`src/rtl/gf180mcu_fd_sc_mcu7t5v0__orn_pipe_func_if.sv`:
```
// Bus bundle for the pipelined OR-reduce aggregator: data/valid/clear in, reduced data, valid and counters out.
// STICKY exists only when GF180MCU_FD_SC_MCU7T5V0__ORN_PIPE_STICKY_EN is defined.
interface gf180mcu_fd_sc_mcu7t5v0__orn_pipe_func_if #(
    parameter int WIDTH    = 4,
    parameter int CHANNELS = 2,
    parameter int CNT_W    = 8
);
    logic [WIDTH*CHANNELS-1:0] A;
    logic                      I_VLD;
    logic                      CLR;
    logic [CHANNELS-1:0]       Z;
    logic                      O_VLD;
    logic [CNT_W*CHANNELS-1:0] CNT;
`ifdef GF180MCU_FD_SC_MCU7T5V0__ORN_PIPE_STICKY_EN
    logic [CHANNELS-1:0]       STICKY;

    modport master (output A, I_VLD, CLR, input Z, O_VLD, CNT, STICKY);
    modport slave  (input A, I_VLD, CLR, output Z, O_VLD, CNT, STICKY);
`else
    modport master (output A, I_VLD, CLR, input Z, O_VLD, CNT);
    modport slave  (input A, I_VLD, CLR, output Z, O_VLD, CNT);
`endif
endinterface

```
`src/rtl/gf180mcu_fd_sc_mcu7t5v0__orn_pipe_func.sv`:
```
// Multi-channel OR-reduce with STAGES-deep pipeline and saturating per-channel event counters.
// Optional sticky event flags: define GF180MCU_FD_SC_MCU7T5V0__ORN_PIPE_STICKY_EN.
module gf180mcu_fd_sc_mcu7t5v0__orn_pipe_func #(
    parameter int WIDTH    = 4,
    parameter int CHANNELS = 2,
    parameter int STAGES   = 1,
    parameter int CNT_W    = 8
) (
    input logic CLK,
    input logic RN,
    gf180mcu_fd_sc_mcu7t5v0__orn_pipe_func_if.slave bus
);

    if (WIDTH < 2 || CHANNELS < 1 || STAGES < 0 || STAGES > 4 || CNT_W < 2) begin : g_param_err
        $error("orn_pipe_func: parameter out of range");
    end

    localparam logic [CNT_W-1:0] CNT_MAX = {CNT_W{1'b1}};
    localparam logic [CNT_W-1:0] CNT_ONE = {{(CNT_W-1){1'b0}}, 1'b1};

    function automatic logic f_or_slice(input logic [WIDTH*CHANNELS-1:0] a, input int c);
        return |a[c*WIDTH +: WIDTH];
    endfunction

    logic [CHANNELS-1:0]       w_red;
    logic [CHANNELS-1:0]       w_z;
    logic                      w_vld;
    logic [CNT_W-1:0]          r_cnt [CHANNELS];
    logic [CNT_W*CHANNELS-1:0] w_cnt;

    // Per-channel OR reduction; X on any input is allowed to propagate.
    always_comb begin
        w_red = '0;
        for (int c = 0; c < CHANNELS; c++) begin
            w_red[c] = f_or_slice(bus.A, c);
        end
    end

    if (STAGES == 0) begin : g_comb
        assign w_z   = w_red;
        assign w_vld = bus.I_VLD;
    end else begin : g_pipe
        logic [CHANNELS-1:0] r_data [STAGES];
        logic [STAGES-1:0]   r_vld;

        // Shift register for reduced data and valid; data loads every cycle regardless of valid.
        always_ff @(posedge CLK or negedge RN) begin
            if (!RN) begin
                for (int s = 0; s < STAGES; s++) begin
                    r_data[s] <= '0;
                end
                r_vld <= '0;
            end else begin
                r_data[0] <= w_red;
                r_vld[0]  <= bus.I_VLD;
                for (int s = 1; s < STAGES; s++) begin
                    r_data[s] <= r_data[s-1];
                    r_vld[s]  <= r_vld[s-1];
                end
            end
        end

        assign w_z   = r_data[STAGES-1];
        assign w_vld = r_vld[STAGES-1];
    end

    assign bus.Z     = w_z;
    assign bus.O_VLD = w_vld;

    // Saturating event counters; CLR wins over a same-edge event.
    always_ff @(posedge CLK or negedge RN) begin
        if (!RN) begin
            for (int c = 0; c < CHANNELS; c++) begin
                r_cnt[c] <= '0;
            end
        end else begin
            for (int c = 0; c < CHANNELS; c++) begin
                if (bus.CLR) begin
                    r_cnt[c] <= '0;
                end else if (w_vld && w_z[c] && (r_cnt[c] != CNT_MAX)) begin
                    r_cnt[c] <= r_cnt[c] + CNT_ONE;
                end else begin
                    r_cnt[c] <= r_cnt[c];
                end
            end
        end
    end

    // Flatten counters onto the output bus.
    always_comb begin
        w_cnt = '0;
        for (int c = 0; c < CHANNELS; c++) begin
            w_cnt[c*CNT_W +: CNT_W] = r_cnt[c];
        end
    end

    assign bus.CNT = w_cnt;

`ifdef GF180MCU_FD_SC_MCU7T5V0__ORN_PIPE_STICKY_EN
    logic [CHANNELS-1:0] r_sticky;

    // Sticky flags: a same-edge set beats CLR so no event is lost.
    always_ff @(posedge CLK or negedge RN) begin
        if (!RN) begin
            r_sticky <= '0;
        end else begin
            for (int c = 0; c < CHANNELS; c++) begin
                if (w_vld && w_z[c]) begin
                    r_sticky[c] <= 1'b1;
                end else if (bus.CLR) begin
                    r_sticky[c] <= 1'b0;
                end else begin
                    r_sticky[c] <= r_sticky[c];
                end
            end
        end
    end

    assign bus.STICKY = r_sticky;
`endif

endmodule

```
`src/flat_wrapper.sv`:
```
// flat-port wrapper written by rule: the top's interface ports become plain ports
module gf180mcu_fd_sc_mcu7t5v0__orn_pipe_func_flat 
#(
    parameter int WIDTH    = 4,
    parameter int CHANNELS = 2,
    parameter int STAGES   = 1,
    parameter int CNT_W    = 8
)
  (CLK, RN, bus_A, bus_I_VLD, bus_CLR, bus_Z, bus_O_VLD, bus_CNT);
  gf180mcu_fd_sc_mcu7t5v0__orn_pipe_func_if #(.WIDTH(WIDTH), .CHANNELS(CHANNELS), .CNT_W(CNT_W)) bus_i ();
  input logic CLK;
  input logic RN;
  input wire logic [$bits(bus_i.A)-1:0] bus_A;
  input wire logic [$bits(bus_i.I_VLD)-1:0] bus_I_VLD;
  input wire logic [$bits(bus_i.CLR)-1:0] bus_CLR;
  output wire logic [$bits(bus_i.Z)-1:0] bus_Z;
  output wire logic [$bits(bus_i.O_VLD)-1:0] bus_O_VLD;
  output wire logic [$bits(bus_i.CNT)-1:0] bus_CNT;
  assign bus_i.A = bus_A;
  assign bus_i.I_VLD = bus_I_VLD;
  assign bus_i.CLR = bus_CLR;
  assign bus_Z = bus_i.Z;
  assign bus_O_VLD = bus_i.O_VLD;
  assign bus_CNT = bus_i.CNT;
  gf180mcu_fd_sc_mcu7t5v0__orn_pipe_func #(.WIDTH(WIDTH), .CHANNELS(CHANNELS), .STAGES(STAGES), .CNT_W(CNT_W)) u_core (.CLK(CLK), .RN(RN), .bus(bus_i));
endmodule
```
`config.mk`:
```
export PLATFORM = sky130hd
export DESIGN_NAME = gf180mcu_fd_sc_mcu7t5v0__orn_pipe_func_flat
export DESIGN_NICKNAME = d
export VERILOG_FILES = /design/src/rtl/gf180mcu_fd_sc_mcu7t5v0__orn_pipe_func_if.sv /design/src/rtl/gf180mcu_fd_sc_mcu7t5v0__orn_pipe_func.sv /design/src/flat_wrapper.sv
export SDC_FILE = /design/constraint.sdc
export NUM_CORES = 1
export LEC_CHECK = 0
export ABC_CLOCK_PERIOD_IN_PS = 3600
export BUFFER_PORTS_ARGS = -buffer_cell sky130_fd_sc_hd__buf_2
export CAP_MARGIN = 20
export CORE_AREA = 2 2 46 48
export DETAILED_ROUTE_END_ITERATION = 6
export DIE_AREA = 0 0 48 50
export GPL_ROUTABILITY_DRIVEN = 0
export PLACE_DENSITY = 0.8
export SLEW_MARGIN = 15
export SYNTH_ARGS = -nofsm -noshare
export SYNTH_HDL_FRONTEND = slang
export SYNTH_SLANG_ARGS = --single-unit
```
`constraint.sdc`:
```
create_clock -name CLK -period 3.6 [get_ports CLK]
set_input_delay 0.54 -clock CLK [delete_from_list [all_inputs] [get_ports CLK]]
set_output_delay 0.54 -clock CLK [all_outputs]
set_load 0.1 [all_outputs]
```
==> results.md <==
- In this run the deepest clock path goes through 2 buffers.
- For this block, the routed nets add up to 1913 um of wire.
- The half-perimeter wire length after detailed placement is 1459 um.
- Of the total power, the share spent switching nets is 0.3276.
- In this run, synthesis produced a sequential element count of 19.
- The cell area after synthesis is slightly below 1000 um^2.
- The die is 50 um tall.
- For this run, the total global-route usage over all layers was measured as 0.1805.
- The global-route wire length before repair is 3001 um.
- The stage delay of the slowest cell on the critical path is 0.47 ns.
- The violation count after the first detailed-route iteration is 16.
- Entering global routing, the biggest net connects 20 pins.
- After synthesis, the netlist uses 28 different library cells.
- The design draws 0.0004152 W.
- The leakage power is roughly 0.57 nW.
- In this run the standard cell core region covers 1902 um^2.
- Summing all placed instances gives a cell area of 1137 um^2.
- The non-filler instance count after layout is around 160.
- For the final routed database, the setup TNS stands at 0 ns.
- The relative contribution of the clock network to total power is 0.260.
- CTS built an H-tree with a depth of 1.
- The remaining routing DRC violations is 0.
- The mean instance size in the synthesized netlist is 10.01 um^2.
- The startpoint-to-endpoint class of the critical path is reg2out.
- Among all flip-flop cells after synthesis, the most frequent one is sky130_fd_sc_hd__dfrtp_1.
- The maximum clock frequency is 561.1 MHz.
- The startpoint of the worst register-to-register path is u_core.bus.CNT[8].
- The reg-to-reg endpoint is u_core.bus.CNT[11].
- Dividing the final minimum period by the clock period gives 0.4950.
- After the last flow step, the layout net total stands at 143.
- The cell type group with the largest total delay on the critical path is flip-flops.
- After clock tree synthesis, the clock-pin slew on the worst setup and hold paths is around 0.1 ns.
- The top cell type's share of synthesized area is 0.4948.
- Counting flops with an async set or reset pin after synthesis yields a share of 1.000.
- The cell type with the largest total area after synthesis is sky130_fd_sc_hd__dfrtp_1.
- The number of buffers inserted for hold repair after clock tree synthesis is 0.
- Traced cell by cell, the critical path runs through buf_2.
- The insertion delay to the later sink of the worst-skew pair is 0.30 ns.
- Compared with the post-synthesis result, the final layout area differs by 21.09%.
- The worst setup path is launched from a flop.
- Once layout is complete, the utilization of the core stands at 0.6118.
- The number of cells on the worst reg-to-reg path is 5.
- Yosys printed 0 warnings.
- The power per cell area is 356.8 nW/um^2.
- The worst setup path is captured at an output pin.
- Summed over all layers, the global routing overflow is 0.
- The number of buffer and inverter stages on the critical path is 1.
- The floorplan step defined a die boundary enclosing 2400 um^2.
- The final critical path time including I/O delays and setup is 1.782 ns.
- The hold violation count in the final report is 0.
- The most frequently used cell type in the post-synthesis netlist is sky130_fd_sc_hd__dfrtp_1.
- Setup violations remaining at the end of the flow were counted as 0.
- The number of enable flip-flop cells after synthesis is 0.
- The initial antenna violation count is 0.
- The most critical setup path has its endpoint at bus_CNT[10].
- The number of global-route vias before repair is 697.
- The tightest min-delay check is of the in2async type.
- The detail route stage leaves a number of antenna-violating nets equal to 0.
- Ranked by instance count, the synthesized netlist is headed by sky130_fd_sc_hd__dfrtp_1, sky130_fd_sc_hd__nor2_1, sky130_fd_sc_hd__nand2_1, sky130_fd_sc_hd__a21oi_1.
- The routed wirelength normalized by instance count is approximately 12 um.
- The number of primary I/O pins is 31.
- For this design the total switching power over the nets is 0.0001360 W.
- The max-slew violation count is 0.
- The net count of the mapped netlist is 110.
- For the worst setup path, the data arrival time is roughly 1.2 ns.
- The final instance area is 1164 um^2.
- The area of the multi-input gates is between 400 and 500 um^2.
- The via-per-instance ratio is 5.400.
- The worst clock skew is 0.003691 ns.
- The gate count of the mapped netlist is 96.
- The worst supply voltage drop on vdd is 220.9 uV.
- In the final layout, the share of cells above drive strength 1 is 0.2891.
- The number of placement rows is 16.
- The clock root buffer is sky130_fd_sc_hd__clkbuf_4.
- Measured along the x axis, the die boundary spans 48 um.
- The antenna diode count is 0.
- The count of buffers added on input and output ports is 30.
- Across all layers, the routed design uses 837 vias.
- The internal portion of total power is around 0.00028 W.
- On the critical path, the stage with the largest delay is an instance of sky130_fd_sc_hd__dfrtp_1.
- The remaining max-slew budget at the tightest pin is 0.6765.
- After clock tree synthesis, the setup repair step added 0 buffers.
- The launching element of the worst setup path is u_core.bus.CNT[10].
- The CTS tree is yes.
- Data on the critical path is required at its endpoint by 3.06 ns.
- The share of total power dissipated in combinational logic is 0.192.
- Buffers inserted during clock tree synthesis total 3.
- CTS saw 19 sinks.
- Counting the fill cells in the layout gives 172.
- In this run the number of cells on the critical path is 1.
- The portion of the post-synthesis area used by sequential elements is 0.4948.
- Setup repair after global routing left no endpoint under its margin.
- Across the run, the number of max-cap violations was 0.
- After clock tree synthesis, the repair step resized 0 gates.
- The setup slack of the worst register-to-register path is 2.03 ns.
- Yosys attributes the largest share of cell area to sky130_fd_sc_hd__dfrtp_1, sky130_fd_sc_hd__mux2i_1, sky130_fd_sc_hd__nor2_1, sky130_fd_sc_hd__a21oi_1, sky130_fd_sc_hd__nand2_1.
- For this configuration, the core starts out at a cell density of 0.5053.
- The flow ran to the end, and the final reports show no timing, DRC or antenna violations.
- Summing all flip-flop and latch instances after layout gives 475.5 um^2.
- The actual slew at the worst max-slew pin is 0.4885 ns.
- In this run the worst path has a maximum fanout of 8.
- The first TritonRoute pass finished after 4 iterations.
- The placed cell count is approximately 150.
- The sequential fraction of design power is 0.548.
area by class of cell:
type,count,area share
clock buffers,4,0.02258
inverters,1,0.003226
multi-input cells,74,0.4075
flip-flops and latches,19,0.4086
well taps,27,0.02903
repair buffers,30,0.1290
worst min-delay path by stage:
stage | startpoint | end | slack [ns]
after detailed placement | RN | u_core.bus.CNT[3] | 0.49
after global placement | RN | u_core.bus.CNT[5] | 0.49
after floorplan | RN | u_core.bus.CNT[0] | 0.24
final | RN | u_core.bus.CNT[5] | 0.15
after global routing | RN | u_core.bus.CNT[14] | 0.18
after CTS | RN | u_core.bus.CNT[3] | 0.16
flip-flops by register name, summed over array words and instances, names as in the netlist:
name	flops
u_core.bus.CNT	16
u_core.bus.Z	2
u_core.bus.O_VLD	1
cell usage in the layout, fill, tap and decap left out, types with 2 or more instances in the layout:
master	instances
sky130_fd_sc_hd__or4_1	2
sky130_fd_sc_hd__o21ai_0	4
sky130_fd_sc_hd__nand3_1	5
sky130_fd_sc_hd__and4_1	2
sky130_fd_sc_hd__a31oi_1	2
sky130_fd_sc_hd__a211oi_1	2
sky130_fd_sc_hd__nand4_1	4
sky130_fd_sc_hd__clkbuf_4	3
sky130_fd_sc_hd__dfrtp_1	19
sky130_fd_sc_hd__nand2_1	7
sky130_fd_sc_hd__and3_1	2
sky130_fd_sc_hd__a21oi_1	6
sky130_fd_sc_hd__ha_1	2
sky130_fd_sc_hd__buf_2	30
sky130_fd_sc_hd__or3_1	3
sky130_fd_sc_hd__mux2i_1	5
sky130_fd_sc_hd__nor2_1	12
sky130_fd_sc_hd__xor2_1	2
sky130_fd_sc_hd__nor3_1	5
logic make-up (layout without fill, tap and decap cells):
| family | Yosys count | count (layout) | share of synthesized area |
|---|---|---|---|
| adder cells (fa/ha/maj) | 2 | 2 | 0.02604 |
| flip-flops | 19 | 19 | 0.4948 |
| buffers and inverters | 3 | 35 | 0.01172 |
| XOR/XNOR | 3 | 3 | 0.02735 |
| multiplexers | 5 | 5 | 0.05209 |
| AO/OA/AOI/OAI | 16 | 16 | 0.1133 |
| AND/OR/NAND/NOR | 48 | 48 | 0.2747 |
stage by stage:
step	worst slack [ns]	hold slack, ns
final	1.818	0.1469
after global routing	1.768	0.1770
after CTS	1.818	0.1646
after detailed placement	2.055	0.4917
after global placement	2.110	0.4899
after floorplan	1.453	0.2444
layer usage:
| layer | wire (um) | vias to the layer above | GRT usage |
|---|---|---|---|
| met3 | 88 | 4 | 0.03663 |
| met1 | 866 | 386 | 0.2482 |
| met4 | 44 | 0 | 0.09459 |
| met2 | 913 | 26 | 0.2600 |
| li1 | - | 421 | - |
| met5 | 0 | - | 0 |
power by group through the flow:
stage | Sequential [W] | Clock [W] | Combinational, W
detailed placement | 0.000232 | 0 | 0.0000805
floorplan | 0.000275 | 0 | 0.0000168
global placement | 0.000231 | 0 | 0.0000801
CTS | 0.000227 | 0.000109 | 0.0000807
global route | 0.000228 | 0.000122 | 0.0000848
finish | 0.000227 | 0.000108 | 0.0000798
(Power assumes the default switching activity.)
